## src/rtl/hw_port_pkg.sv

```systemverilog
// Shared types and control-word layout for the to_hw_port frame latch.
// The control word is the tenth Nios export; the parameter words are fixed 32 bits.
package hw_port_pkg;

  localparam int WORD_W  = 32;

  localparam int SEQ_LSB = 0;
  localparam int SEQ_MSB = 7;
  localparam int EN_BIT  = 8;
  localparam int IMM_BIT = 9;
  localparam int CLR_BIT = 31;

  typedef enum logic [1:0] {
    ST_IDLE   = 2'd0,
    ST_SETTLE = 2'd1,
    ST_ARMED  = 2'd2,
    ST_COMMIT = 2'd3
  } state_e;

  typedef struct packed {
    logic        soft_clear;
    logic [20:0] rsvd;
    logic        immediate;
    logic        enable;
    logic [7:0]  seq;
  } ctrl_t;

  function automatic ctrl_t unpack_ctrl(input logic [WORD_W-1:0] w);
    ctrl_t c;
    c.seq        = w[SEQ_MSB:SEQ_LSB];
    c.enable     = w[EN_BIT];
    c.immediate  = w[IMM_BIT];
    c.rsvd       = w[CLR_BIT-1:IMM_BIT+1];
    c.soft_clear = w[CLR_BIT];
    return c;
  endfunction

endpackage

```

## src/rtl/hw_port_frame_latch_sat_counter8.sv

```systemverilog
// 8-bit saturating event counter with synchronous reset and clear.
// Clear wins over increment; the count holds at 255 once reached.
module sat_counter8 (
  input  logic       clk_i,
  input  logic       rst_i,
  input  logic       clr_i,
  input  logic       inc_i,
  output logic [7:0] cnt_o
);

  logic [7:0] cnt_q;

  always_ff @(posedge clk_i) begin
    if (rst_i || clr_i) begin
      cnt_q <= 8'd0;
    end else if (inc_i && (cnt_q != 8'hFF)) begin
      cnt_q <= cnt_q + 8'd1;
    end
  end

  assign cnt_o = cnt_q;

endmodule

```

## src/rtl/hw_port_frame_latch.sv

```systemverilog
// Snapshots the nine Nios parameter words on each new sequence number and commits
// them atomically at the next VGA frame boundary (or at once in immediate mode).
module hw_port_frame_latch
  import hw_port_pkg::*;
#(
  parameter int N_WORDS    = 9,
  parameter int SETTLE_CYC = 2
) (
  input  logic                      Clk,
  input  logic                      Reset,
  input  logic [N_WORDS*WORD_W-1:0] param_in,
  input  logic [WORD_W-1:0]         ctrl_in,
  input  logic                      frame_start,
  output logic [N_WORDS*WORD_W-1:0] param_out,
  output logic                      commit_pulse,
  output logic [7:0]                ack_seq,
  output logic                      busy,
  output logic [7:0]                overrun_cnt
);

  localparam logic [3:0] SETTLE_INIT = 4'(SETTLE_CYC - 1);

  ctrl_t                      ctrl_q;
  state_e                     state_q;
  logic [3:0]                 settle_cnt_q;
  logic [7:0]                 last_seq_q;
  logic [7:0]                 pend_seq_q;
  logic [7:0]                 ack_seq_q;
  logic [N_WORDS*WORD_W-1:0]  shadow_q;
  logic [N_WORDS*WORD_W-1:0]  param_out_q;
  logic                       commit_pulse_q;
  logic                       busy_q;

  logic                       new_req;
  logic                       ovr_inc;
  logic                       unused_rsvd;

  always_ff @(posedge Clk) begin
    if (Reset) begin
      ctrl_q <= '0;
    end else begin
      ctrl_q <= unpack_ctrl(ctrl_in);
    end
  end

  assign unused_rsvd = ^ctrl_q.rsvd;

  // Sequence numbers are compared for change only, so 255 -> 0 is just another new set.
  assign new_req = ctrl_q.enable && (ctrl_q.seq != last_seq_q);

  // A set is superseded when a new request lands before the pending one commits;
  // in ARMED a simultaneous frame_start lets the old set through instead.
  assign ovr_inc = !ctrl_q.soft_clear && new_req &&
                   ((state_q == ST_SETTLE) || ((state_q == ST_ARMED) && !frame_start));

  always_ff @(posedge Clk) begin
    if (Reset) begin
      state_q        <= ST_IDLE;
      settle_cnt_q   <= 4'd0;
      last_seq_q     <= 8'd0;
      pend_seq_q     <= 8'd0;
      ack_seq_q      <= 8'd0;
      shadow_q       <= '0;
      param_out_q    <= '0;
      commit_pulse_q <= 1'b0;
      busy_q         <= 1'b0;
    end else begin
      commit_pulse_q <= 1'b0;
      if (ctrl_q.soft_clear) begin
        // ack_seq is deliberately kept so software can still see the last handshake.
        state_q     <= ST_IDLE;
        busy_q      <= 1'b0;
        shadow_q    <= '0;
        param_out_q <= '0;
        last_seq_q  <= 8'd0;
      end else begin
        case (state_q)
          ST_IDLE: begin
            if (new_req) begin
              state_q      <= ST_SETTLE;
              busy_q       <= 1'b1;
              settle_cnt_q <= SETTLE_INIT;
              last_seq_q   <= ctrl_q.seq;
            end
          end
          ST_SETTLE: begin
            if (new_req) begin
              settle_cnt_q <= SETTLE_INIT;
              last_seq_q   <= ctrl_q.seq;
            end else if (settle_cnt_q == 4'd0) begin
              shadow_q   <= param_in;
              pend_seq_q <= last_seq_q;
              if (ctrl_q.immediate) begin
                state_q <= ST_COMMIT;
                busy_q  <= 1'b0;
              end else begin
                state_q <= ST_ARMED;
              end
            end else begin
              settle_cnt_q <= settle_cnt_q - 4'd1;
            end
          end
          ST_ARMED: begin
            if (frame_start) begin
              state_q <= ST_COMMIT;
              busy_q  <= 1'b0;
            end else if (new_req) begin
              state_q      <= ST_SETTLE;
              settle_cnt_q <= SETTLE_INIT;
              last_seq_q   <= ctrl_q.seq;
            end
          end
          ST_COMMIT: begin
            param_out_q    <= shadow_q;
            ack_seq_q      <= pend_seq_q;
            commit_pulse_q <= 1'b1;
            state_q        <= ST_IDLE;
          end
          default: begin
            state_q <= ST_IDLE;
            busy_q  <= 1'b0;
          end
        endcase
      end
    end
  end

  sat_counter8 u_overrun (
    .clk_i (Clk),
    .rst_i (Reset),
    .clr_i (ctrl_q.soft_clear),
    .inc_i (ovr_inc),
    .cnt_o (overrun_cnt)
  );

  assign param_out    = param_out_q;
  assign commit_pulse = commit_pulse_q;
  assign ack_seq      = ack_seq_q;
  assign busy         = busy_q;

endmodule

```

## config.mk

```make
export PLATFORM = sky130hd
export DESIGN_NAME = hw_port_frame_latch
export DESIGN_NICKNAME = d
export VERILOG_FILES = /design/src/rtl/hw_port_pkg.sv /design/src/rtl/hw_port_frame_latch_sat_counter8.sv /design/src/rtl/hw_port_frame_latch.sv
export SDC_FILE = /design/constraint.sdc
export NUM_CORES = 1
export LEC_CHECK = 0
export CORE_AREA = 2 2 246 248
export CTS_BUF_LIST = sky130_fd_sc_hd__clkbuf_4
export CTS_CLUSTER_DIAMETER = 100
export DETAILED_ROUTE_END_ITERATION = 7
export DIE_AREA = 0 0 248 250
export GPL_ROUTABILITY_DRIVEN = 0
export PLACE_DENSITY_LB_ADDON = 0.1
export SLEW_MARGIN = 20
export SYNTH_ARGS = -nofsm -noshare
export SYNTH_HDL_FRONTEND = slang
export SYNTH_SLANG_ARGS = --single-unit
```

## constraint.sdc

```tcl
create_clock -name Clk -period 3.3 [get_ports Clk]
set_input_delay 0.66 -clock Clk [delete_from_list [all_inputs] [get_ports Clk]]
set_output_delay 0.66 -clock Clk [all_outputs]
set_load 0.05 [all_outputs]
```

After elaboration in Yosys (flattened, before gate mapping)

Index checks and enable logic that the tools add are counted.
W data, S select, Z words.

Muxes and demuxes: 21
Bitwise operators: 2
Eq/ne operators: 12
Reductions and logical operators: 22
Add/subtract/negate cells: 2

Operators by type and width:

| cell                  | count |
|---|---|
| $mux W4               | 4 |
| $mux W8               | 2 |
| $pmux W8 S2           | 1 |
| $pmux W4 S3           | 1 |
| $ne A2 B2 Y1 const B  | 5 |
| $add A8 B1 Y8 const B | 1 |
| $mux W2               | 4 |
| $ne A8 B8 Y1          | 1 |
| $ne A8 B8 Y1 const B  | 1 |
| $pmux W2 S4           | 1 |
| $reduce_and A4 Y1     | 2 |
| $mux W1               | 7 |
| $reduce_and A2 Y1     | 3 |
| $reduce_and A6 Y1     | 1 |
| $logic_and A1 B1 Y1   | 5 |
| $eq A2 B2 Y1 const B  | 2 |
| $logic_not A4 Y1      | 1 |
| $reduce_or A2 Y1      | 2 |
| $sub A4 B1 Y4 const B | 1 |
| $ne A3 B3 Y1 const B  | 1 |
| $pmux W1 S3           | 1 |
| $reduce_and A3 Y1     | 1 |
| $reduce_bool A3 Y1    | 1 |
| $eq A2 B1 Y1 const B  | 1 |
| other kinds (6)       | 9 |

Bits of input ports: 323
Output and inout bits: 306
Bits in registers: 627
Logic and storage cells: 73

Longest topological paths before layout

Gate-level depths: netlist of run 1.

Word-level depth: 5
Depth in mapped cells: 10
Depth with buffers taken out: 8

By module

From an unflattened synthesis of run 1, not the netlist that was laid out.

Cell total of the unflattened synthesis: 2,451
Area, all modules: 23,851.6 um^2

By module, submodules not included:

| module              | area each (um^2) | instances | cells an instance | seq. area each (um^2) |
|---|---|---|---|---|
| hw_port_frame_latch | 23,430.0         | 1         | 2,403             | 12,391.9 |
| sat_counter8        | 421.7            | 1         | 48                | 160.2 |

Worst setup path after synthesis of run 1

No wires, ideal clock.

Path type: register to register
Start: register u_overrun.cnt_q[0], in the netlist u_overrun.cnt_o[0]
End: register u_overrun.cnt_q[5], in the netlist u_overrun.cnt_o[5]
Setup time: 128 ps
Data required time: 3,172 ps
Path buffers: 0
Setup slack: 1,267 ps
Arrival: 1,906 ps
Cell stages (with the launch flop): 8
Period minus slack after synthesis: 2,033 ps
Path through: dfxtp_1 -> ha_1 -> nand3_1 -> o221a_2 -> o211ai_1 -> nor3_1 -> xnor2_1 -> nor2_1

Longest elaborated chain between the ends: 2
Elaborated cells between the ends (all ways): 3
Those cells by class: 1 x add/sub; 1 x eq/ne; 1 x reduce/logical

Ends and longest elaborated chain:

| what                                                                  | line                                   | RTL |
|---|---|---|
| start: declaration                                                    | hw_port_frame_latch_sat_counter8.sv:11 | `logic [7:0] cnt_q;` |
| start signal: assignment                                              | hw_port_frame_latch_sat_counter8.sv:17 | `cnt_q <= cnt_q + 8'd1;` |
| parallel branches: the longest is 2 deep, another holds $add A8 B1 Y8 | -                                      |  |

Parallel ways; which one is timed is not known.
A chain may end at the register's enable or synchronous reset.

Final worst setup path of run 1

Start: register u_overrun.cnt_q[3], in the netlist u_overrun.cnt_o[3]
End: output port overrun_cnt[3]

RTL lines:

| what             | line                      | RTL |
|---|---|---|
| end: declaration | hw_port_frame_latch.sv:18 | `output logic [7:0] overrun_cnt` |

No word-level cell between the ends.

==> results of run 1 <==
## metrics by stage
stage               hold slack (ps)  total power, mW  cell area [sq um]  utilization [%]
floorplan                       432             8.28              21900                -
global route                    109             16.4              31000             52.0
global placement                439             8.81              28800             48.4
CTS                            84.6             15.9              31000             52.0
finish                          229             15.6              31000             52.1
detailed placement              446             8.83              28800             48.4
## layer usage
metal / routed length [microns] / global-route usage [%] / vias to the layer above
met1: 25500 / 22.2 / 8634
met3: 6650 / 10.4 / 139
met5: 159 / 0 / -
met4: 2300 / 10.3 / 22
met2: 32300 / 34.7 / 554
li1: - / - / 9268
## area by class of cell
type                            count  area (sq um)
Sequential cell                   627         12600
Inverter                            6          22.5
Clock inverter                     23           210
Clock buffer                      257          1930
Tap cell                          782           978
Fill cell                        5580         28600
Antenna cell                       15          37.5
Timing Repair Buffer              646          6620
Multi-Input combinational cell   1608          8660
## cells by family (layout without fill, tap and decap cells)
logic type / Yosys count / after routing / synth area share (%)
AOI/OAI and AO/OA: 320 / 320 / 7.52
xor gates and xnor gates: 13 / 13 / 0.520
adders and majority gates: 7 / 7 / 0.400
buffers and inverters: 176 / 932 / 3.33
DFF: 627 / 627 / 57.3
muxes: 305 / 305 / 13.9
other: 0 / 15 / 0
and+or+nand+nor: 963 / 963 / 17.0
## registers in the layout, summed over array words and instances, names as in the netlist, 2 cells and up
register / count
shadow_q: 288
last_seq_q: 8
ack_seq: 8
settle_cnt_q: 4
param_out: 288
pend_seq_q: 8
ctrl_q: 11
state_q: 2
u_overrun.cnt_o: 8
## worst min path at each step
stage / cells past startpoint / to
2_1_floorplan: 2 / ack_seq[0]$_SDFFE_PP0P_
3_3_place_gp: 2 / ack_seq[2]$_SDFFE_PP0P_
3_5_place_dp: 2 / shadow_q[26]$_SDFFE_PP0P_
4_1_cts: 3 / shadow_q[90]$_SDFFE_PP0P_
5_1_grt: 3 / shadow_q[95]$_SDFFE_PP0P_
6_report: 3 / shadow_q[90]$_SDFFE_PP0P_
## power by group through the flow
stage	Combinational, mW	Clock (mW)	Sequential, mW
after floorplan	0.407	0	7.87
after detailed placement	0.945	0	7.88
after CTS	0.950	7.20	7.71
after global placement	0.935	0	7.88
final	0.937	6.90	7.72
after global routing	1.02	7.62	7.72
## placed cells by master, fill, tap and decap left out, types with 5 or more instances in the layout
master | Yosys | layout
sky130_fd_sc_hd__mux2i_1 | 305 | 305
sky130_fd_sc_hd__xnor2_1 | 12 | 12
sky130_fd_sc_hd__clkbuf_4 | 0 | 257
sky130_fd_sc_hd__ha_1 | 7 | 6
sky130_fd_sc_hd__clkdlybuf4s50_1 | 0 | 607
sky130_fd_sc_hd__buf_12 | 0 | 20
sky130_fd_sc_hd__diode_2 | 0 | 15
sky130_fd_sc_hd__a21oi_1 | 302 | 302
sky130_fd_sc_hd__buf_4 | 3 | 19
sky130_fd_sc_hd__nand3_1 | 7 | 6
sky130_fd_sc_hd__clkinv_1 | 0 | 11
sky130_fd_sc_hd__inv_1 | 6 | 6
sky130_fd_sc_hd__nand2_1 | 599 | 599
sky130_fd_sc_hd__nor2b_1 | 15 | 15
sky130_fd_sc_hd__nor3_1 | 7 | 7
sky130_fd_sc_hd__dfxtp_1 | 627 | 627
sky130_fd_sc_hd__or3_1 | 5 | 5
sky130_fd_sc_hd__nor2_1 | 318 | 318
==> impl_metrics.csv, run 1 <==
group,metric,value,unit
clock_tree,cts_root_buf,"sky130_fd_sc_hd__clkbuf_4",
synth,yosysWarningCount,0,
timing,worst_slack_setup_final,384,ps
clock_tree,clk-insertion-delay-late,960,ps
setup_path,timing.critical_path.slowest_stage_cell,"sky130_fd_sc_hd__clkdlybuf4s50_1",
route,avgRoutedWirePerCell,16.9,microns
finish,layout.nets,3386,
synth,number_of_enable_type_register_cells_in_the_synthesized_netlist,0,
pwr,static-leakage-power,10.5,nW
setup_path,data_arrival_critical_path,2260,ps
clock_tree,cts_hold_fix_bufs,0,
pwr,power_per_cell_area,502,nW/um^2
setup_path,crit_chain,"clkdlybuf4s50_1",
pwr,power.ir.vdd_worst,0.297,mV
synth,post-synth-top-count-cell,"sky130_fd_sc_hd__dfxtp_1",
route,drt-pass1-iter-count,5,
global_route,overflow,0,
hold_path,hold_path_class,"in2reg",
setup_path,worstSetupStartpoint,"u_overrun.cnt_o[3]$_SDFFE_PP0P_",
clock_tree,h-tree-depth,4,
synth,syn_inst,2411,
floorplanning,placeableCoreArea,59600,sq um
job,maxCapViolCount,0,
setup_path,worst_setup_path_end_kind,"output pin",
route,antenna_violating_nets_post_route,0,
synth,synth.ff_latch_count,627,
clock_tree,cts-resized-gates,0,
setup_path,worstRegToRegCells,5,
synth,synth.top_cells.by_count,"627 x sky130_fd_sc_hd__dfxtp_1, 599 x sky130_fd_sc_hd__nand2_1, 318 x sky130_fd_sc_hd__nor2_1",
timing,slew_headroom,44.9,%
synth,synth_cell_type_count,38,
finish,post_route_non_filler_standard_cell_count,3964,
setup_path,data_required_time_at_the_worst_endpoint,2640,ps
timing,finalSetupTns,0,ps
floorplanning,die_height,250,microns
run_status,run_status,"complete, no violations",
setup_path,crit_buf_inv,1,
synth,synth-async-reset-ratio,0,%
timing,max_freq,0.343,GHz
timing,grt_setup_unrepaired,"false",
setup_path,critPathMaxStageDelay,860,ps
clock_tree,cts_setup_buffers,0,
setup_path,r2r_end,"shadow_q[46]$_SDFFE_PP0P_",
floorplanning,die_area,62000,sq um
setup_path,cp_num_cells,1,
synth,mappedNetlistNets,2741,
floorplanning,rows,90,
floorplanning,floorplan.initialDensity,36.8,%
timing,worst_slew_pin_slew,823,ps
synth,post-synth-top-area-fraction,57.3,%
pwr,power_report.internal_total,12.0,mW
synth,postSynth.topFlopCell,"sky130_fd_sc_hd__dfxtp_1",
route,drc,0,
global_route,gr_util_all_layers,21.1,%
placed_design,preCtsSetupSlack,752,ps
setup_path,worstSetupEndpoint,"overrun_cnt[3]",
pwr,p_clk_share,44.4,%
pwr,comb_power_share,6.0,%
placed_design,io_buffers,607,
pwr,net-switching-power,3.60,mW
timing,skew,45.8,ps
finish,synthToLayoutAreaGrowth,41.5,%
setup_path,worst_r2r_startpoint,"state_q[0]$_SDFFE_PP0P_",
timing,finalCriticalPeriod,2920,ps
setup_path,worst-r2r-setup-slack,800,ps
placed_design,dpl.cell_count,3669,
clock_tree,cts_buffer_depth,3,
global_route,first_pass_grt_wire_length,101000,microns
route,route.detailed.vias_per_inst,4.70,
pwr,power_frac_seq,49.6,%
floorplanning,die_width,248,microns
route,routed_wl,66900,microns
clock_tree,cts_sinks,627,
placed_design,detailedPlacementHpwl,45700,microns
setup_path,critical-path-top-delay-family,"buffers and inverters",
synth,synth.yosys.seq_area_share,57.3,%
timing,hold_viol_final,0,
clock_tree,clk_transition_reported_paths,60,ps
hold_path,startpoint_of_the_tightest_hold_check_path,"param_in[90]",
finish,drive_above_1_share,9.95,%
synth,synth.area.top_cells,"sky130_fd_sc_hd__dfxtp_1 57%, sky130_fd_sc_hd__mux2i_1 14%, sky130_fd_sc_hd__nand2_1 10%",
setup_path,worst-setup-path-type,"reg2out",
setup_path,critPathMaxFanout,7,
timing,post-route-period-util,88.4,%
setup_path,startpoint_type,"register",
synth,syn_area,21900,sq um
timing,report.final.slew_viol_count,0,
clock_tree,tritoncts,"done",
global_route,grt_max_degree,147,
synth,synthDominantAreaCellType,"sky130_fd_sc_hd__dfxtp_1",
route,drt_first_iter_violations,825,
global_route,first_global_vias,18700,
floorplanning,ioPinCount,629,
route,via_total_after_detailed_routing,18600,
timing,setup_viol,0,
pwr,switching_share,23.2,%
synth,synth_area_per_cell,9.09,sq um
clock_tree,cts_made_buffers,167,
global_route,antenna_found_initial,23,
(Power assumes the default switching activity.)
==> run 2, diff against run 1 <==
--- a/config.mk
+++ b/config.mk
@@ -10,8 +10,6 @@
 export CTS_CLUSTER_DIAMETER = 100
 export DETAILED_ROUTE_END_ITERATION = 7
 export DIE_AREA = 0 0 248 250
-export GPL_ROUTABILITY_DRIVEN = 0
-export PLACE_DENSITY_LB_ADDON = 0.1
 export SLEW_MARGIN = 20
 export SYNTH_ARGS = -nofsm -noshare
 export SYNTH_HDL_FRONTEND = slang
==> run 2 against run 1 <==
Effect of this change:
- clock-buffer cell count is 16 lower
- clock power is 0.7% lower
- non-clock buffer count is 2 lower
- total power is 0.30% lower
- worst setup slack better by 18 ps
- maximum frequency is 0.63% higher
- critical path type unchanged
==> impl_metrics.csv, run 2 (same netlist as run 1, synthesis figures left out) <==
group,metric,value,unit
timing,setup_viol,0,
setup_path,worst_setup_path_end_kind,"output pin",
setup_path,critical-path-top-delay-family,"buffers and inverters",
setup_path,data_required_time_at_the_worst_endpoint,2640,ps
timing,worst_slew_pin_slew,1130,ps
clock_tree,h-tree-depth,4,
floorplanning,die_area,62000,sq um
global_route,grt_max_degree,132,
timing,finalCriticalPeriod,2900,ps
clock_tree,cts_root_buf,"sky130_fd_sc_hd__clkbuf_4",
clock_tree,cts-resized-gates,0,
job,maxCapViolCount,0,
route,drt_first_iter_violations,801,
pwr,static-leakage-power,10.4,nW
setup_path,worst-setup-path-type,"reg2out",
setup_path,startpoint_type,"register",
placed_design,dpl.cell_count,3667,
route,routed_wl,65500,microns
global_route,overflow,0,
clock_tree,clk-insertion-delay-late,940,ps
clock_tree,cts_buffer_depth,3,
floorplanning,rows,90,
timing,skew,65.8,ps
route,via_total_after_detailed_routing,18700,
floorplanning,ioPinCount,629,
route,drc,0,
clock_tree,cts_made_buffers,165,
setup_path,critPathMaxFanout,6,
placed_design,io_buffers,607,
finish,post_route_non_filler_standard_cell_count,3960,
clock_tree,cts_setup_buffers,0,
global_route,first_pass_grt_wire_length,100000,microns
timing,max_freq,0.345,GHz
timing,grt_setup_unrepaired,"false",
clock_tree,clk_transition_reported_paths,60,ps
timing,report.final.slew_viol_count,0,
finish,layout.cells.most_common,"sky130_fd_sc_hd__dfxtp_1",
timing,slew_headroom,24.5,%
setup_path,data_arrival_critical_path,2240,ps
run_status,run_status,"complete, no violations",
setup_path,crit_buf_inv,1,
clock_tree,tritoncts,"done",
finish,synthToLayoutAreaGrowth,41.3,%
placed_design,gp_congestion,0.811,
clock_tree,cts_hold_fix_bufs,0,
route,avgRoutedWirePerCell,16.5,microns
global_route,first_global_vias,18800,
timing,post-route-period-util,87.8,%
floorplanning,placeableCoreArea,59600,sq um
finish,most_used_cells_in_the_layout_excluding_fill_and_tap_cells,"627 x sky130_fd_sc_hd__dfxtp_1, 607 x sky130_fd_sc_hd__clkdlybuf4s50_1, 599 x sky130_fd_sc_hd__nand2_1",
floorplanning,die_height,250,microns
route,drt-pass1-iter-count,5,
placed_design,detailedPlacementHpwl,44700,microns
pwr,power_per_cell_area,501,nW/um^2
timing,hold_viol_final,0,
clock_tree,cts_sinks,627,
floorplanning,floorplan.initialDensity,36.8,%
setup_path,timing.critical_path.slowest_stage_cell,"sky130_fd_sc_hd__clkdlybuf4s50_1",
global_route,gr_util_all_layers,20.6,%
finish,nFillCells,5613,
pwr,power.ir.vdd_worst,0.322,mV
global_route,antenna_found_initial,17,
setup_path,critPathMaxStageDelay,880,ps
route,antenna_violating_nets_post_route,0,
hold_path,hold_path_class,"in2reg",
finish,drive_above_1_share,9.47,%
floorplanning,die_width,248,microns
route,route.detailed.vias_per_inst,4.73,
timing,finalSetupTns,0,ps
finish,layout.nets,3382,
setup_path,crit_chain,"clkdlybuf4s50_1",
==> run 2: through the flow <==
| step | util [%] | total power, mW | hold WS (ps) | instance area, sq um | setup slack (ps) |
|---|---|---|---|---|---|
| after floorplan | - | 8.28 | 432 | 21900 | 1270 |
| after global placement | 48.3 | 8.82 | 441 | 28800 | 745 |
| after detailed placement | 48.3 | 8.83 | 446 | 28800 | 692 |
| after CTS | 51.9 | 15.8 | 85.8 | 30900 | 223 |
| after global routing | 52.0 | 16.3 | 134 | 30900 | 206 |
| final | 52.0 | 15.5 | 259 | 30900 | 402 |
==> run 2: final timing paths <==
kind	start	end	slack, ps	cells after the start
setup reg to reg	state_q[0]$_SDFFE_PP0P_	shadow_q[87]$_SDFFE_PP0P_	730	5
setup / recovery	u_overrun.cnt_o[2]$_SDFFE_PP0P_	overrun_cnt[2]	400	1
hold / removal	param_in[107]	shadow_q[107]$_SDFFE_PP0P_	260	3
hold reg to reg	shadow_q[61]$_SDFFE_PP0P_	param_out[61]$_SDFFE_PP0P_	450	2
==> run 2: layout make-up <==
type / instances / area [sq um] / area share, %
clock buffer: 241 / 1810 / 5.85
inverter: 6 / 22.5 / 0.0728
sequential: 627 / 12600 / 40.6
timing repair buffer: 644 / 6580 / 21.3
clock inverter: 42 / 324 / 1.05
antenna: 10 / 25.0 / 0.0809
multi-input combinational: 1608 / 8660 / 28.0
tap: 782 / 978 / 3.16
==> run 2: report_power, final <==
group          internal, mW  switching (mW)
combinational         0.476           0.462
clock                  3.73            3.12
sequential             7.66          0.0540
total                  11.9            3.64
==> run 2: layer usage <==
| layer | track usage (%) | share of wire (%) | wire length, microns | vias up |
|---|---|---|---|---|
| met2 | 33.6 | 48 | 31500 | 619 |
| met1 | 21.9 | 38 | 25000 | 8711 |
| met4 | 10.9 | 3.9 | 2550 | 14 |
| met3 | 9.64 | 9.8 | 6430 | 149 |
| li1 | - | - | - | 9251 |
| met5 | 0 | 0.14 | 94 | - |
==> run 3, diff against run 2 <==
--- a/config.mk
+++ b/config.mk
@@ -5,6 +5,7 @@
 export SDC_FILE = /design/constraint.sdc
 export NUM_CORES = 1
 export LEC_CHECK = 0
+export CAP_MARGIN = 10
 export CORE_AREA = 2 2 246 248
 export CTS_BUF_LIST = sky130_fd_sc_hd__clkbuf_4
 export CTS_CLUSTER_DIAMETER = 100
==> results of run 3 <==
Final layout, timing and power as in run 2 (identical DEF).
